## config.mk

```make
export PLATFORM = sky130hd
export DESIGN_NAME = updi_cmd_gen
export DESIGN_NICKNAME = d
export VERILOG_FILES = /design/src/rtl/updi_pkg.sv /design/src/rtl/updi_frame_reg.sv /design/src/rtl/updi_cmd_gen.sv
export SDC_FILE = /design/constraint.sdc
export NUM_CORES = 1
export LEC_CHECK = 0
export ABC_AREA = 1
export BUFFER_PORTS_ARGS = -buffer_cell sky130_fd_sc_hd__buf_2
export CORE_MARGIN = 2
export CORE_UTILIZATION = 23
export DETAILED_ROUTE_END_ITERATION = 10
export GPL_TIMING_DRIVEN = 0
export PLACE_DENSITY = 0.39
export SLEW_MARGIN = 15
export SYNTH_ARGS = -nofsm -noshare
export SYNTH_HDL_FRONTEND = slang
export SYNTH_SLANG_ARGS = --single-unit
```

## constraint.sdc

```tcl
create_clock -name i_clk -period 3 [get_ports i_clk]
set_clock_uncertainty 0.05 [all_clocks]
set_input_delay 0.3 -clock i_clk [delete_from_list [all_inputs] [get_ports i_clk]]
set_output_delay 0.3 -clock i_clk [all_outputs]
set_load 0.1 [all_outputs]
```

## src/rtl/updi_pkg.sv

```systemverilog
// Shared UPDI opcodes, command/FSM enums and the UART frame packer used by
// the command generator.
package updi_pkg;

    localparam logic [7:0] SYNCH      = 8'h55;
    localparam logic [7:0] LDCS       = 8'h80;
    localparam logic [7:0] STCS       = 8'hC0;
    localparam logic [7:0] LDS        = 8'h00;
    localparam logic [7:0] STS        = 8'h40;
    localparam logic [7:0] ST_PTR     = 8'h68;
    localparam logic [7:0] ST_PTR_INC = 8'h64;
    localparam logic [7:0] REPEAT     = 8'hA0;

    typedef enum logic [2:0] {
        OP_LDCS  = 3'd0,
        OP_STCS  = 3'd1,
        OP_LDS   = 3'd2,
        OP_STS   = 3'd3,
        OP_BURST = 3'd4
    } cmd_op_t;

    typedef enum logic [2:0] {
        S_IDLE,
        S_SYNC,
        S_OPCODE,
        S_ADDR,
        S_RPT_OP,
        S_RPT_CNT,
        S_DATA
    } state_t;

    // MAIN: first opcode of the command; RPT: SYNC ahead of REPEAT;
    // INC: SYNC/opcode ahead of the ST ptr++ payload.
    typedef enum logic [1:0] {
        STEP_MAIN,
        STEP_RPT,
        STEP_INC
    } step_t;

    // {start 0, data, even parity, stop ones}, right-aligned in 12 bits.
    function automatic logic [11:0] updi_frame(input logic [7:0] data, input int stop_bits);
        if (stop_bits == 1) begin
            return {1'b0, 1'b0, data, ^data, 1'b1};
        end
        return {1'b0, data, ^data, 2'b11};
    endfunction

endpackage

```

## src/rtl/updi_frame_reg.sv

```systemverilog
// Single-entry valid/ready output register; packs each loaded byte into a
// parity-framed UART word.
module updi_frame_reg
    import updi_pkg::*;
#(
    parameter int STOP_BITS = 2,
    parameter int FRAME_W   = 10 + STOP_BITS
) (
    input  logic               i_clk,
    input  logic               i_rstn,
    input  logic               i_flush,
    input  logic               i_valid,
    input  logic [7:0]         i_byte,
    output logic               o_ready,
    output logic [FRAME_W-1:0] o_frame,
    output logic               o_valid,
    input  logic               i_ready
);

    // Loading while the held frame drains keeps one frame per clock.
    assign o_ready = !o_valid || i_ready;

    always_ff @(posedge i_clk or negedge i_rstn) begin
        if (!i_rstn) begin
            o_valid <= 1'b0;
            o_frame <= '0;
        end else if (i_flush) begin
            o_valid <= 1'b0;
        end else if (i_valid && o_ready) begin
            o_valid <= 1'b1;
            o_frame <= FRAME_W'(updi_frame(i_byte, STOP_BITS));
        end else if (i_ready) begin
            o_valid <= 1'b0;
        end
    end

endmodule

```

## src/rtl/updi_cmd_gen.sv

```systemverilog
// Expands one command descriptor (LDCS/STCS/LDS/STS/BURST) into its UPDI byte
// sequence and streams it as UART frames.
module updi_cmd_gen
    import updi_pkg::*;
#(
    parameter int ADDR_BYTES = 2,
    parameter int STOP_BITS  = 2,
    localparam int FRAME_W   = 10 + STOP_BITS
) (
    input  logic                    i_clk,
    input  logic                    i_rstn,
    input  logic                    i_cmd_valid,
    output logic                    o_cmd_ready,
    input  logic [2:0]              i_cmd_op,
    input  logic [3:0]              i_cmd_cs,
    input  logic [8*ADDR_BYTES-1:0] i_cmd_addr,
    input  logic [7:0]              i_cmd_len,
    input  logic [7:0]              i_wdata,
    input  logic                    i_wdata_valid,
    output logic                    o_wdata_ready,
    output logic [FRAME_W-1:0]      o_frame,
    output logic                    o_frame_valid,
    input  logic                    i_frame_ready,
    input  logic                    i_abort,
    output logic                    o_rx_expect,
    output logic                    o_cmd_done,
    output logic                    o_cmd_err
);

    localparam int AW = (ADDR_BYTES > 1) ? $clog2(ADDR_BYTES) : 1;
    localparam logic [AW-1:0] ACNT_LAST = AW'(ADDR_BYTES - 1);
    localparam logic [1:0] AS = (ADDR_BYTES == 3) ? 2'b10 : 2'b01;

    state_t                  state_q, state_d;
    step_t                   step_q, step_d;
    cmd_op_t                 op_q, op_d;
    logic [3:0]              cs_q, cs_d;
    logic [8*ADDR_BYTES-1:0] addr_q, addr_d;
    logic [7:0]              len_q, len_d;
    logic [AW-1:0]           acnt_q, acnt_d;
    logic [8:0]              bcnt_q, bcnt_d;
    logic                    drain_q, drain_d;
    logic                    done_q, done_d;
    logic                    rx_q, rx_d;
    logic                    err_q, err_d;

    logic       ld_valid;
    logic [7:0] ld_byte;
    logic       ld_ready;
    logic       flush;
    logic [7:0] opcode;
    logic [7:0] addr_byte;

    assign addr_byte = 8'(addr_q >> {acnt_q, 3'b000});

    always_comb begin
        opcode = SYNCH;
        if (step_q == STEP_INC) begin
            opcode = ST_PTR_INC;
        end else begin
            case (op_q)
                OP_LDCS:  opcode = LDCS | {4'h0, cs_q};
                OP_STCS:  opcode = STCS | {4'h0, cs_q};
                OP_LDS:   opcode = LDS | {4'h0, AS, 2'b00};
                OP_STS:   opcode = STS | {4'h0, AS, 2'b00};
                OP_BURST: opcode = ST_PTR | {6'h0, AS};
                default:  opcode = SYNCH;
            endcase
        end
    end

    always_comb begin
        state_d       = state_q;
        step_d        = step_q;
        op_d          = op_q;
        cs_d          = cs_q;
        addr_d        = addr_q;
        len_d         = len_q;
        acnt_d        = acnt_q;
        bcnt_d        = bcnt_q;
        drain_d       = drain_q;
        done_d        = 1'b0;
        rx_d          = 1'b0;
        err_d         = 1'b0;
        ld_valid      = 1'b0;
        ld_byte       = SYNCH;
        flush         = 1'b0;
        o_wdata_ready = 1'b0;

        if (state_q == S_IDLE) begin
            // The leading SYNCH loads at capture so the first frame is valid next cycle.
            if (i_cmd_valid) begin
                if (i_cmd_op <= 3'd4) begin
                    op_d     = cmd_op_t'(i_cmd_op);
                    cs_d     = i_cmd_cs;
                    addr_d   = i_cmd_addr;
                    len_d    = i_cmd_len;
                    bcnt_d   = {1'b0, i_cmd_len} + 9'd1;
                    acnt_d   = '0;
                    step_d   = STEP_MAIN;
                    drain_d  = 1'b0;
                    ld_valid = 1'b1;
                    state_d  = S_OPCODE;
                end else begin
                    err_d = 1'b1;
                end
            end
        end else if (i_abort) begin
            flush   = 1'b1;
            drain_d = 1'b0;
            err_d   = 1'b1;
            state_d = S_IDLE;
        end else if (drain_q) begin
            // Last byte is loaded; finish once the serializer takes it.
            if (o_frame_valid && i_frame_ready) begin
                drain_d = 1'b0;
                done_d  = 1'b1;
                rx_d    = (op_q == OP_LDCS) || (op_q == OP_LDS);
                state_d = S_IDLE;
            end
        end else begin
            ld_valid = 1'b1;
            case (state_q)
                S_SYNC: begin
                    ld_byte = SYNCH;
                    if (ld_ready) state_d = (step_q == STEP_RPT) ? S_RPT_OP : S_OPCODE;
                end
                S_OPCODE: begin
                    ld_byte = opcode;
                    if (ld_ready) begin
                        if (step_q == STEP_INC || op_q == OP_STCS) state_d = S_DATA;
                        else if (op_q == OP_LDCS) drain_d = 1'b1;
                        else state_d = S_ADDR;
                    end
                end
                S_ADDR: begin
                    ld_byte = addr_byte;
                    if (ld_ready) begin
                        if (acnt_q != ACNT_LAST) begin
                            acnt_d = acnt_q + 1'b1;
                        end else if (op_q == OP_LDS) begin
                            drain_d = 1'b1;
                        end else if (op_q == OP_STS) begin
                            state_d = S_DATA;
                        end else begin
                            step_d  = STEP_RPT;
                            state_d = S_SYNC;
                        end
                    end
                end
                S_RPT_OP: begin
                    ld_byte = REPEAT;
                    if (ld_ready) state_d = S_RPT_CNT;
                end
                S_RPT_CNT: begin
                    ld_byte = len_q;
                    if (ld_ready) begin
                        step_d  = STEP_INC;
                        state_d = S_SYNC;
                    end
                end
                S_DATA: begin
                    ld_valid      = i_wdata_valid;
                    ld_byte       = i_wdata;
                    o_wdata_ready = ld_ready;
                    if (i_wdata_valid && ld_ready) begin
                        if (op_q != OP_BURST || bcnt_q == 9'd1) drain_d = 1'b1;
                        else bcnt_d = bcnt_q - 9'd1;
                    end
                end
                default: begin
                    ld_valid = 1'b0;
                    state_d  = S_IDLE;
                end
            endcase
        end
    end

    always_ff @(posedge i_clk or negedge i_rstn) begin
        if (!i_rstn) begin
            state_q <= S_IDLE;
            step_q  <= STEP_MAIN;
            op_q    <= OP_LDCS;
            cs_q    <= '0;
            addr_q  <= '0;
            len_q   <= '0;
            acnt_q  <= '0;
            bcnt_q  <= '0;
            drain_q <= 1'b0;
            done_q  <= 1'b0;
            rx_q    <= 1'b0;
            err_q   <= 1'b0;
        end else begin
            state_q <= state_d;
            step_q  <= step_d;
            op_q    <= op_d;
            cs_q    <= cs_d;
            addr_q  <= addr_d;
            len_q   <= len_d;
            acnt_q  <= acnt_d;
            bcnt_q  <= bcnt_d;
            drain_q <= drain_d;
            done_q  <= done_d;
            rx_q    <= rx_d;
            err_q   <= err_d;
        end
    end

    updi_frame_reg #(
        .STOP_BITS (STOP_BITS),
        .FRAME_W   (FRAME_W)
    ) u_frame_reg (
        .i_clk   (i_clk),
        .i_rstn  (i_rstn),
        .i_flush (flush),
        .i_valid (ld_valid),
        .i_byte  (ld_byte),
        .o_ready (ld_ready),
        .o_frame (o_frame),
        .o_valid (o_frame_valid),
        .i_ready (i_frame_ready)
    );

    assign o_cmd_ready = (state_q == S_IDLE);
    assign o_cmd_done  = done_q;
    assign o_rx_expect = rx_q;
    assign o_cmd_err   = err_q;

endmodule

```

== Yosys cells after proc, flatten, opt, wreduce, memory -nomap -nowiden ==
Index checks and enable logic that the tools add are counted.

* Register bits: 62
* Bits in latches: 0
* RAM bits: 0
* Bits in read-only memories: 0
* Input bits: 45
* Output and inout port bits: 18
* Logic and storage cells: 169
* Memories: 0

* Add/sub/neg operators: 3
* $mul: 0
* Div/mod/pow operators: 0
* Order comparisons: 1
* Equality and inequality tests: 34
* Shift-type cells: 1
* Muxes and demuxes: 90
* Bitwise operators: 1
* Reduce and logical (&&, ||, !) cells: 25

{| class="wikitable"
|+ Operator list
! cell !! number
|-
| $pmux 8 s5 || 2
|-
| $mux 9 || 8
|-
| $mux 3 || 17
|-
| $mux 1 || 45
|-
| $ne 5x5->1 const B || 7
|-
| $mux 8 || 4
|-
| $mux 2 || 10
|-
| $ne 3x3->1 const B || 6
|-
| $pmux 3 s6 || 1
|-
| $shr 16x4->8 || 1
|-
| $eq 3x2->1 const B || 4
|-
| $eq 3x3->1 const B || 4
|-
| $reduce_and 12->1 || 1
|-
| $reduce_and 10->1 || 1
|-
| $add 8x1->9 const B || 1
|-
| $eq 9x1->1 const B || 1
|-
| $sub 9x1->9 const B || 1
|-
| $ne 2x2->1 const B || 4
|-
| $reduce_bool 2->1 || 4
|-
| $reduce_xor 8->1 || 1
|-
| $reduce_and 7->1 || 1
|-
| $eq 3x1->1 const B || 2
|-
| $logic_not 3->1 || 2
|-
| $ne 6x6->1 const B || 1
|-
| 19 further kinds || 26
|}

== Logic depth before layout (Yosys ltp) ==
Gate-level depths: netlist (run 1).

* Depth after elaboration: 9
* Gate-level depth with buffers: 17
* Mapped depth without buffers: 16

== By module ==
Synthesis (run 1) repeated with hierarchy kept, for this count alone.

* Cell total of the unflattened synthesis: 560
* Area, all modules: 3,868.7 um2

{| class="wikitable"
|+ Modules (own cells, without submodules)
! module !! instances !! cells each !! area an instance (um2) !! seq. area each (um2)
|-
| updi_cmd_gen || 1 || 471 || 3,196.8 || 1,251.2
|-
| updi_frame_reg || 1 || 89 || 671.9 || 275.3
|}

== Worst setup path before layout (run 1) ==
Ideal clock, no wire load.

* Kind: register -> output
* Start: reg u_frame_reg.o_valid
* End: out o_wdata_ready
* Arrival: 3.183 ns
* Required time: 2.650 ns
* Setup slack: -0.533 ns
* Cell stages (with the launch flop): 4
* Path buffers: 0
* Path through: dfrtp_1 nand2_1 nand2_1 nor3_1

* Longest elaborated chain between the ends: 6

{| class="wikitable"
|+ Ends and longest elaborated chain
! element !! RTL line !! RTL
|-
| start: declaration || updi_frame_reg.sv:16 || <nowiki>output logic o_valid,</nowiki>
|-
| start signal: assignment || updi_frame_reg.sv:25 || <nowiki>o_valid <= 1'b0;</nowiki>
|-
| start signal: assignment || updi_frame_reg.sv:28 || <nowiki>o_valid <= 1'b0;</nowiki>
|-
| start signal: assignment || updi_frame_reg.sv:30 || <nowiki>o_valid <= 1'b1;</nowiki>
|-
| $logic_not 1->1 || updi_frame_reg.sv:21 || <nowiki>assign o_ready = !o_valid || i_ready;</nowiki>
|-
| $logic_or 1x1->1 || updi_frame_reg.sv:21 ||
|-
| $mux 1 || updi_cmd_gen.sv:123 || <nowiki>case (state_q)</nowiki>
|-
| $mux 1 || updi_cmd_gen.sv:113 || <nowiki>end else if (drain_q) begin</nowiki>
|-
| $mux 1 || updi_cmd_gen.sv:108 || <nowiki>end else if (i_abort) begin</nowiki>
|-
| $mux 1 || updi_cmd_gen.sv:90 || <nowiki>if (state_q == S_IDLE) begin</nowiki>
|-
| end: declaration || updi_cmd_gen.sv:20 || <nowiki>output logic o_wdata_ready,</nowiki>
|}

No other way between the ends.

== Final worst setup path (run 1) ==
* Start: reg state_q[1]
* End: out o_cmd_ready

* Longest elaborated chain between the ends: 1

{| class="wikitable"
|+ Ends and longest elaborated chain
! element !! RTL line !! RTL
|-
| start: declaration || updi_cmd_gen.sv:34 || <nowiki>state_t state_q, state_d;</nowiki>
|-
| start signal: assignment || updi_cmd_gen.sv:194 || <nowiki>state_q <= state_d;</nowiki>
|-
| $logic_not 3->1 || updi_cmd_gen.sv:224 || <nowiki>assign o_cmd_ready = (state_q == S_IDLE);</nowiki>
|-
| end: declaration || updi_cmd_gen.sv:13 || <nowiki>output logic o_cmd_ready,</nowiki>
|}

No other way between the ends.

==> metrics, run 1 <==
outcome=finished, final reports clean; CTS tree=built; Final Hold Fails=0; count leader, synth=nand2_1; cells after synthesis=538; top_reg_cell synth=dfrtp_1; static leakage=2.49 nW; Synth area leaders=dfrtp_1, nand2_1, inv_1; HPWL Detailed=9190 um; # Max-Cap Violations=0; setup slack, reg-to-reg=1030 ps; fmax=404 MHz; Synth cell types=44; final period utilization=82.5%; Avg Synthesized Cell Area=7.21 um^2; number of fill cells=1838; post-CTS setup buffers=0; Top delay family on crit path=buffers and inverters; share of layout cells above drive strength 1=22.2%; final setup violation count=0; DR pass1 iterations=4; post-route ant nets=0; Synth area leader=dfrtp_1; I/O Buffers=61; vias in the first global route=3582; largest net degree at the start of global routing=39; Worst EP arrival=2130 ps; DRT iter0 DRCs=165; #FFs+latches synth=61; final WL=11600 um; Antenna Cells=0; Comb power frac=54.7%; gr ovfl total=0; YS warnings=0; CP Buf/Inv Count=4; Initial Util=23.5%; Clock Tree Root=clkbuf_16; later-pin clock latency in the skew report=340 ps; die footprint=0.0179 mm^2; Nets=660; # IOs=63; fraction of power spent switching nets=50.8%; CP max stage delay=510 ps; slew margin rel.=66.2%; CP Class=register to primary output; Area Growth Syn to Fin=23.5%; clk buf depth=2; worst vdd ir=0.000558 V; Tmin final=2480 ps; htree depth=3; Total GRT Usage=13.6%; critical-path cell with the highest stage delay=buf_2; worst hold path class=input port to register; Post-Syn Area=0.00388 mm^2; post-synthesis sequential area ratio=39.3%; Worst Max-Slew Pin Slew=507 ps; DR WL/cell=13.9 um; Clk pwr share=19.2%; Synth top area share=39.3%; ys async rst share=100%; CP Max Fanout=10; Internal=2.68 mW; EDFF count, synth=0; pwr/cell area=1140 mW/mm^2; NetSw=2.77 mW; GP Congestion=0.868; Die Wd=134 um; Crit. End Element=primary output; critical path, cell by cell=buf_6 -> inv_8 -> nand2_8 -> nor2_8 -> buf_1 -> buf_2; drt via density=4.31; Net Count, Synth=586; CORE AREA=0.0165 mm^2; CTS clock-pin slew for the worst setup and hold paths=60 ps; first-pass GRT wire length=18700 um; Total Power Consumption=5.45 mW; via count=3604; crit path launch type=register; top cells by count, synth=nand2_1, dfrtp_1, inv_1, nor2_1; RSZ-0062 raised after global routing=false; antenna violations before repair=0; Worst EP required=2650 ps; Reg power frac=26.1%; max-slew violations=0; CTS buffer count=9; Sink Count=61; chip height=134 um; final setup TNS=0 ps; # DRC=0; Site Rows=47
tightest hold or removal path, cell delays in order:
cell and delay, ps:
buf_2 70, nand2_1 40, nand2_1 50
per-stage QoR:
stage	util, %	instance area, um^2	setup slack [ps]	std cells	hold WS, ps
floorplan	-	3890	320	538	-45.6
global placement	27.0	4470	871	819	401
detailed placement	27.2	4490	883	820	184
CTS	29.0	4790	506	837	95.0
global route	29.0	4790	404	837	123
finish	29.0	4790	524	837	105
power groups by stage:
stage / Sequential [mW] / Combinational [mW] / Clock, mW
floorplan: 1.84 / 1.88 / 0
global placement: 1.43 / 2.99 / 0
detailed placement: 1.43 / 3.01 / 0
CTS: 1.42 / 3.02 / 1.09
global route: 1.47 / 3.32 / 1.12
finish: 1.42 / 2.98 / 1.05
routing by layer:
layer | track usage (%) | vias to the layer above | part of all wire (%)
met4 | 4.37 | 0 | 0.98
li1 | - | 1850 | -
met5 | 0 | - | 0
met1 | 19.0 | 1666 | 51
met2 | 20.8 | 79 | 44
met3 | 2.83 | 9 | 4.1
registers in the layout (all words and copies together), names as in the netlist:
register,flops
addr_q,16
u_frame_reg.o_frame,10
bcnt_q,9
len_q,8
cs_q,4
op_q,3
state_q,3
step_q,2
acnt_q,1
drain_q,1
o_cmd_done,1
o_cmd_err,1
o_rx_expect,1
u_frame_reg.o_valid,1
timing repair:
action                                 4_1_cts  5_1_grt
hold buffers                                 1        0
endpoints found under the hold margin       23        0
setup endpoints to repair                    0        0
gates resized for setup                      0        0
final cells by class:
| type | count | area (um^2) | share of cell area, % |
|---|---|---|---|
| buffer | 20 | 140 | 2.92 |
| inverter | 53 | 211 | 4.41 |
| clock buffer | 12 | 246 | 5.14 |
| clock inverter | 4 | 47.5 | 0.992 |
| timing repair buffer | 63 | 338 | 7.05 |
| multi-input combinational | 404 | 2010 | 41.9 |
| sequential | 61 | 1530 | 31.8 |
| tap | 220 | 275 | 5.74 |
logic make-up (layout without fill, tap and decap cells):
group | count (synthesis) | count (layout) | share of synthesized area (%)
flops | 61 | 61 | 39.3
xor+xnor | 11 | 11 | 2.48
other cells | 1 | 1 | 0.0966
compound gates | 66 | 66 | 9.61
fa+ha+maj | 3 | 3 | 0.967
simple gates | 323 | 323 | 38.5
buf+inv | 73 | 152 | 9.06
final timing paths:
| path | start | to | cells past startpoint |
|---|---|---|---|
| worst max-delay path | state_q[1] | o_cmd_ready | 6 |
| worst max register to register | state_q[1] | u_frame_reg.o_frame[2] | 12 |
| max in group asynchronous | i_rstn | bcnt_q[8] | 3 |
| worst min-delay path | i_cmd_addr[10] | addr_q[10] | 3 |
| min in group asynchronous | i_rstn | u_frame_reg.o_frame[2] | 2 |
| worst min register to register | u_frame_reg.o_frame[3] | u_frame_reg.o_frame[3] | 2 |
placed cells by master, fill, tap and decap left out, types with 3 or more instances in the layout:
master and instances:
clkbuf_16 9, nand2_1 214, nand3_1 20, nand2_4 3, dfrtp_1 61, nand2_2 6
ha_1 3, nor2_4 7, nor2_1 32, buf_2 66, clkbuf_1 5, inv_2 5
nand4_1 8, inv_1 45, nor3_1 11, xnor2_1 3, a21oi_1 15, o21ai_0 20
xor2_1 8, o22ai_1 3, buf_4 4, buf_6 6, nor2_2 6, nand3_2 4
o21ai_1 15
No activity file was read; power rests on OpenSTA's default activity.
==> run 2, diff against run 1 <==
ABC_AREA = 0   (was 1)
PLACE_DENSITY = 0.4   (was 0.39)
clock period = 2.3 ns   (was 3 ns; I/O delays follow)
==> run 2 against run 1 <==
Effect of this change: the run now ends with negative setup slack left; count of clock-buffer cells in the layout shrank 2; final area is 0.94% higher; via count fell by 7.5%; area after synthesis fell by 6.2%; core utilization rose by 1.9 points; final cell count decreased by 14%; global-route usage grew 1.2 points; power up 32%; sequential power is 38% higher; critical path depth grew 2; register-to-register slack worse by 1000 ps; first-iteration DRC count rose by 8.5%; critical path type is now register to register; largest cell class unchanged; highest routed layer unchanged.
==> metrics, run 2 <==
later-pin clock latency in the skew report=340 ps (about the same); Worst Max-Slew Pin Slew=501 ps (was 507 ps); fmax=432 MHz; largest net degree at the start of global routing=47 (was 39); final setup violation count=1 (was 0); Post-Syn Area=0.00364 mm^2 (was 0.00388 mm^2); cells after synthesis=413 (was 538); CTS buffer count=9 (unchanged); HPWL Detailed=8860 um (was 9190 um); mux contribution to synthesized area=7.45% (was 0%); Total Power Consumption=7.20 mW (was 5.45 mW); slew margin rel.=66.6% (was 66.2%); ys async rst share=100% (unchanged); setup slack, reg-to-reg=-10 ps (was 1030 ps); top cells by count, synth=nand2_1, dfrtp_1, nor2_1, a21oi_1, o21ai_0 (was nand2_1, dfrtp_1, inv_1, nor2_1); largest registers=addr_q x16, u_frame_reg.o_frame x10, bcnt_q x9 (unchanged); final period utilization=101%; Initial Util=23.3% (was 23.5%); first-pass GRT wire length=18600 um (was 18700 um); final WL=12000 um (was 11600 um); Antenna Cells=0 (unchanged); Die Wd=130 um (was 134 um); layer with the highest usage=met2 (unchanged); Final Hold Fails=0 (unchanged); max-slew violations=0 (unchanged); # DRC=0 (unchanged); RSZ-0062 raised after global routing=true (was false); static leakage=2.24 nW (was 2.49 nW); CP Max Fanout=6 (was 10); CP startpoint=state_q[0] (was state_q[1]); Site Rows=46 (was 47); CP Class=register to register (was register to primary output); #FFs+latches synth=61 (unchanged); Synth area leaders=dfrtp_1, nand2_1, mux2_2 (was dfrtp_1, nand2_1, inv_1); EDFF count, synth=0 (unchanged); CTS clock-pin slew for the worst setup and hold paths=60 ps (about the same); grt met2 use=24.2% (was 20.8%); worst setup path endpoint=u_frame_reg.o_frame[2] (was o_cmd_ready); RR Endpoint=u_frame_reg.o_frame[2] (unchanged); Area Growth Syn to Fin=32.8% (was 23.5%); Total GRT Usage=14.7% (was 13.6%); count leader, synth=nand2_1 (unchanged); outcome=finished with violations (was finished, final reports clean); post-synthesis simple-gate area fraction=24.6% (was 38.5%); vias in the first global route=3311 (was 3582); chip height=130 um (was 134 um); worst vdd ir=0.000465 V (was 0.000558 V); antenna violations before repair=0 (unchanged); top_reg_cell synth=dfrtp_1 (unchanged); DR pass1 iterations=4 (unchanged); Synth Area in XOR/XNOR=2.40% (was 2.48%); crit path launch type=register (unchanged); htree depth=3 (unchanged); Synth area leader=dfrtp_1 (unchanged); Largest Register=addr_q (unchanged); GP Congestion=0.825 (was 0.868); Final Cell Area=0.00484 mm^2 (was 0.00479 mm^2); FF-to-FF Start=state_q[0] (was state_q[1]); area of the multi-input gates=0.00207 mm^2 (was 0.00201 mm^2); via count=3334 (was 3604); pwr/cell area=1490 mW/mm^2 (was 1140 mW/mm^2); violated checks=negative setup slack; met1 Use GR=19.1% (was 19.0%); Synth top area share=41.9% (was 39.3%); Post-Route Utilization=30.9% (was 29.0%); drt via density=4.61 (was 4.31); Clock Tree Root=clkbuf_16 (unchanged); most frequent cells in the layout=nand2_1, buf_2, dfrtp_1, buf_4, nor2_1 (was nand2_1, buf_2, dfrtp_1, inv_1, nor2_1); most common cell after layout, fill and taps aside=nand2_1 (unchanged); gr ovfl total=0 (unchanged); compound-gate portion of the synthesized area=18.1% (was 9.61%); FF-to-FF path depth=8 (was 12); YS warnings=0 (unchanged); Nets=550 (was 660); # IOs=63 (unchanged); Worst EP required=2520 ps (was 2650 ps); setup ws final=-14.7 ps (was 524 ps); Net Count, Synth=461 (was 586); I/O Buffers=61 (unchanged); DR WL/cell=16.7 um (was 13.9 um); Synth cell types=61 (was 44); Post-Synth Adder-Cell Area=1.03% (was 0.967%); post-synthesis sequential area ratio=41.9% (was 39.3%); DRT iter0 DRCs=179 (was 165); max reg flops=16 (unchanged); Avg Synthesized Cell Area=8.82 um^2 (was 7.21 um^2); pre-CTS setup slack=-215 ps (was 883 ps); worst hold path class=input port to register (unchanged); met3 GRT Util=2.21% (was 2.83%); Tmin final=2310 ps; main combinational cell family by area after synthesis=simple AND/OR/NAND/NOR gates (unchanged); CORE AREA=0.0157 mm^2 (was 0.0165 mm^2); Crit. End Element=register (was primary output); # Max-Cap Violations=0 (unchanged); CTS tree=built (unchanged); FF/Latch Area=0.00153 mm^2 (about the same); share of layout cells above drive strength 1=31.0% (was 22.2%); number of fill cells=1724 (was 1838); Area after DPL=0.00426 mm^2 (was 0.00449 mm^2); post-route ant nets=0 (unchanged); Sink Count=61 (unchanged); die footprint=0.0169 mm^2 (was 0.0179 mm^2); clk buf depth=2 (unchanged); Worst EP arrival=2530 ps (was 2130 ps)
## run 2: how the worst min path moves through the flow
stage	end	start	slack, ps	cells after the start
finish	addr_q[13]	i_cmd_addr[13]	30	3
global route	addr_q[14]	i_cmd_addr[14]	30	3
CTS	addr_q[14]	i_cmd_addr[14]	20	3
detailed placement	o_cmd_done	i_rstn	80	1
global placement	addr_q[1]	i_cmd_addr[1]	380	3
floorplan	acnt_q	i_rstn	-120	0
## run 2: where the power goes
part / internal, mW / switching [mW] / leakage, nW
registers: 1.55 / 0.407 / 0.750
clock network: 0.876 / 0.558 / 0.149
logic: 1.39 / 2.43 / 1.34
total: 3.81 / 3.39 / 2.24
## run 2: cell type report
cell class                      count  area share, %
Buffer                             23           3.13
Clock buffer                       10           4.94
Clock inverter                      6           1.50
Inverter                            6          0.465
Multi-Input combinational cell    321           42.8
Sequential cell                    61           31.6
Tap cell                          216           5.59
Timing Repair Buffer               80           9.96
## run 2: cells by family (layout without fill, tap and decap cells)
kind of cell,count (synthesis),count (layout)
DFF,61,61
muxes,25,25
buffers and inverters,31,125
xor gates and xnor gates,10,10
adders and majority gates,3,3
and+or+nand+nor,192,192
other,1,1
AOI/OAI and AO/OA,90,90
## run 2: what timing repair did
action,4_1_cts,5_1_grt
endpoints found under the setup margin,50,37
buffers inserted,7,10
hold buffers,1,0
pin swaps,4,11
gates resized for setup,16,23
gates cloned,0,0
endpoints found under the hold margin,15,0
## run 2: per-stage QoR
step	hold slack, ps	setup TNS (ps)	std cells
after floorplan	-116	0	413
after global placement	378	-3310	690
after detailed placement	75.4	-3580	691
after CTS	23.4	0	713
after global routing	31.2	-1770	723
final	31.7	-14.7	723
## run 2: critical path, stage by stage, from the launching register on
cell and delay [ps]:
dfrtp_1 400, buf_6 150, and3b_2 260, a2111oi_4 370
o211ai_2 200, mux2i_1 150, or2_1 250, a211o_1 260
a31oi_1 150
## run 2: metal layers
metal | up-vias | wire length [um]
met5 | - | 0
met4 | 0 | 356
met3 | 23 | 465
met2 | 67 | 5810
met1 | 1601 | 5420
li1 | 1643 | -
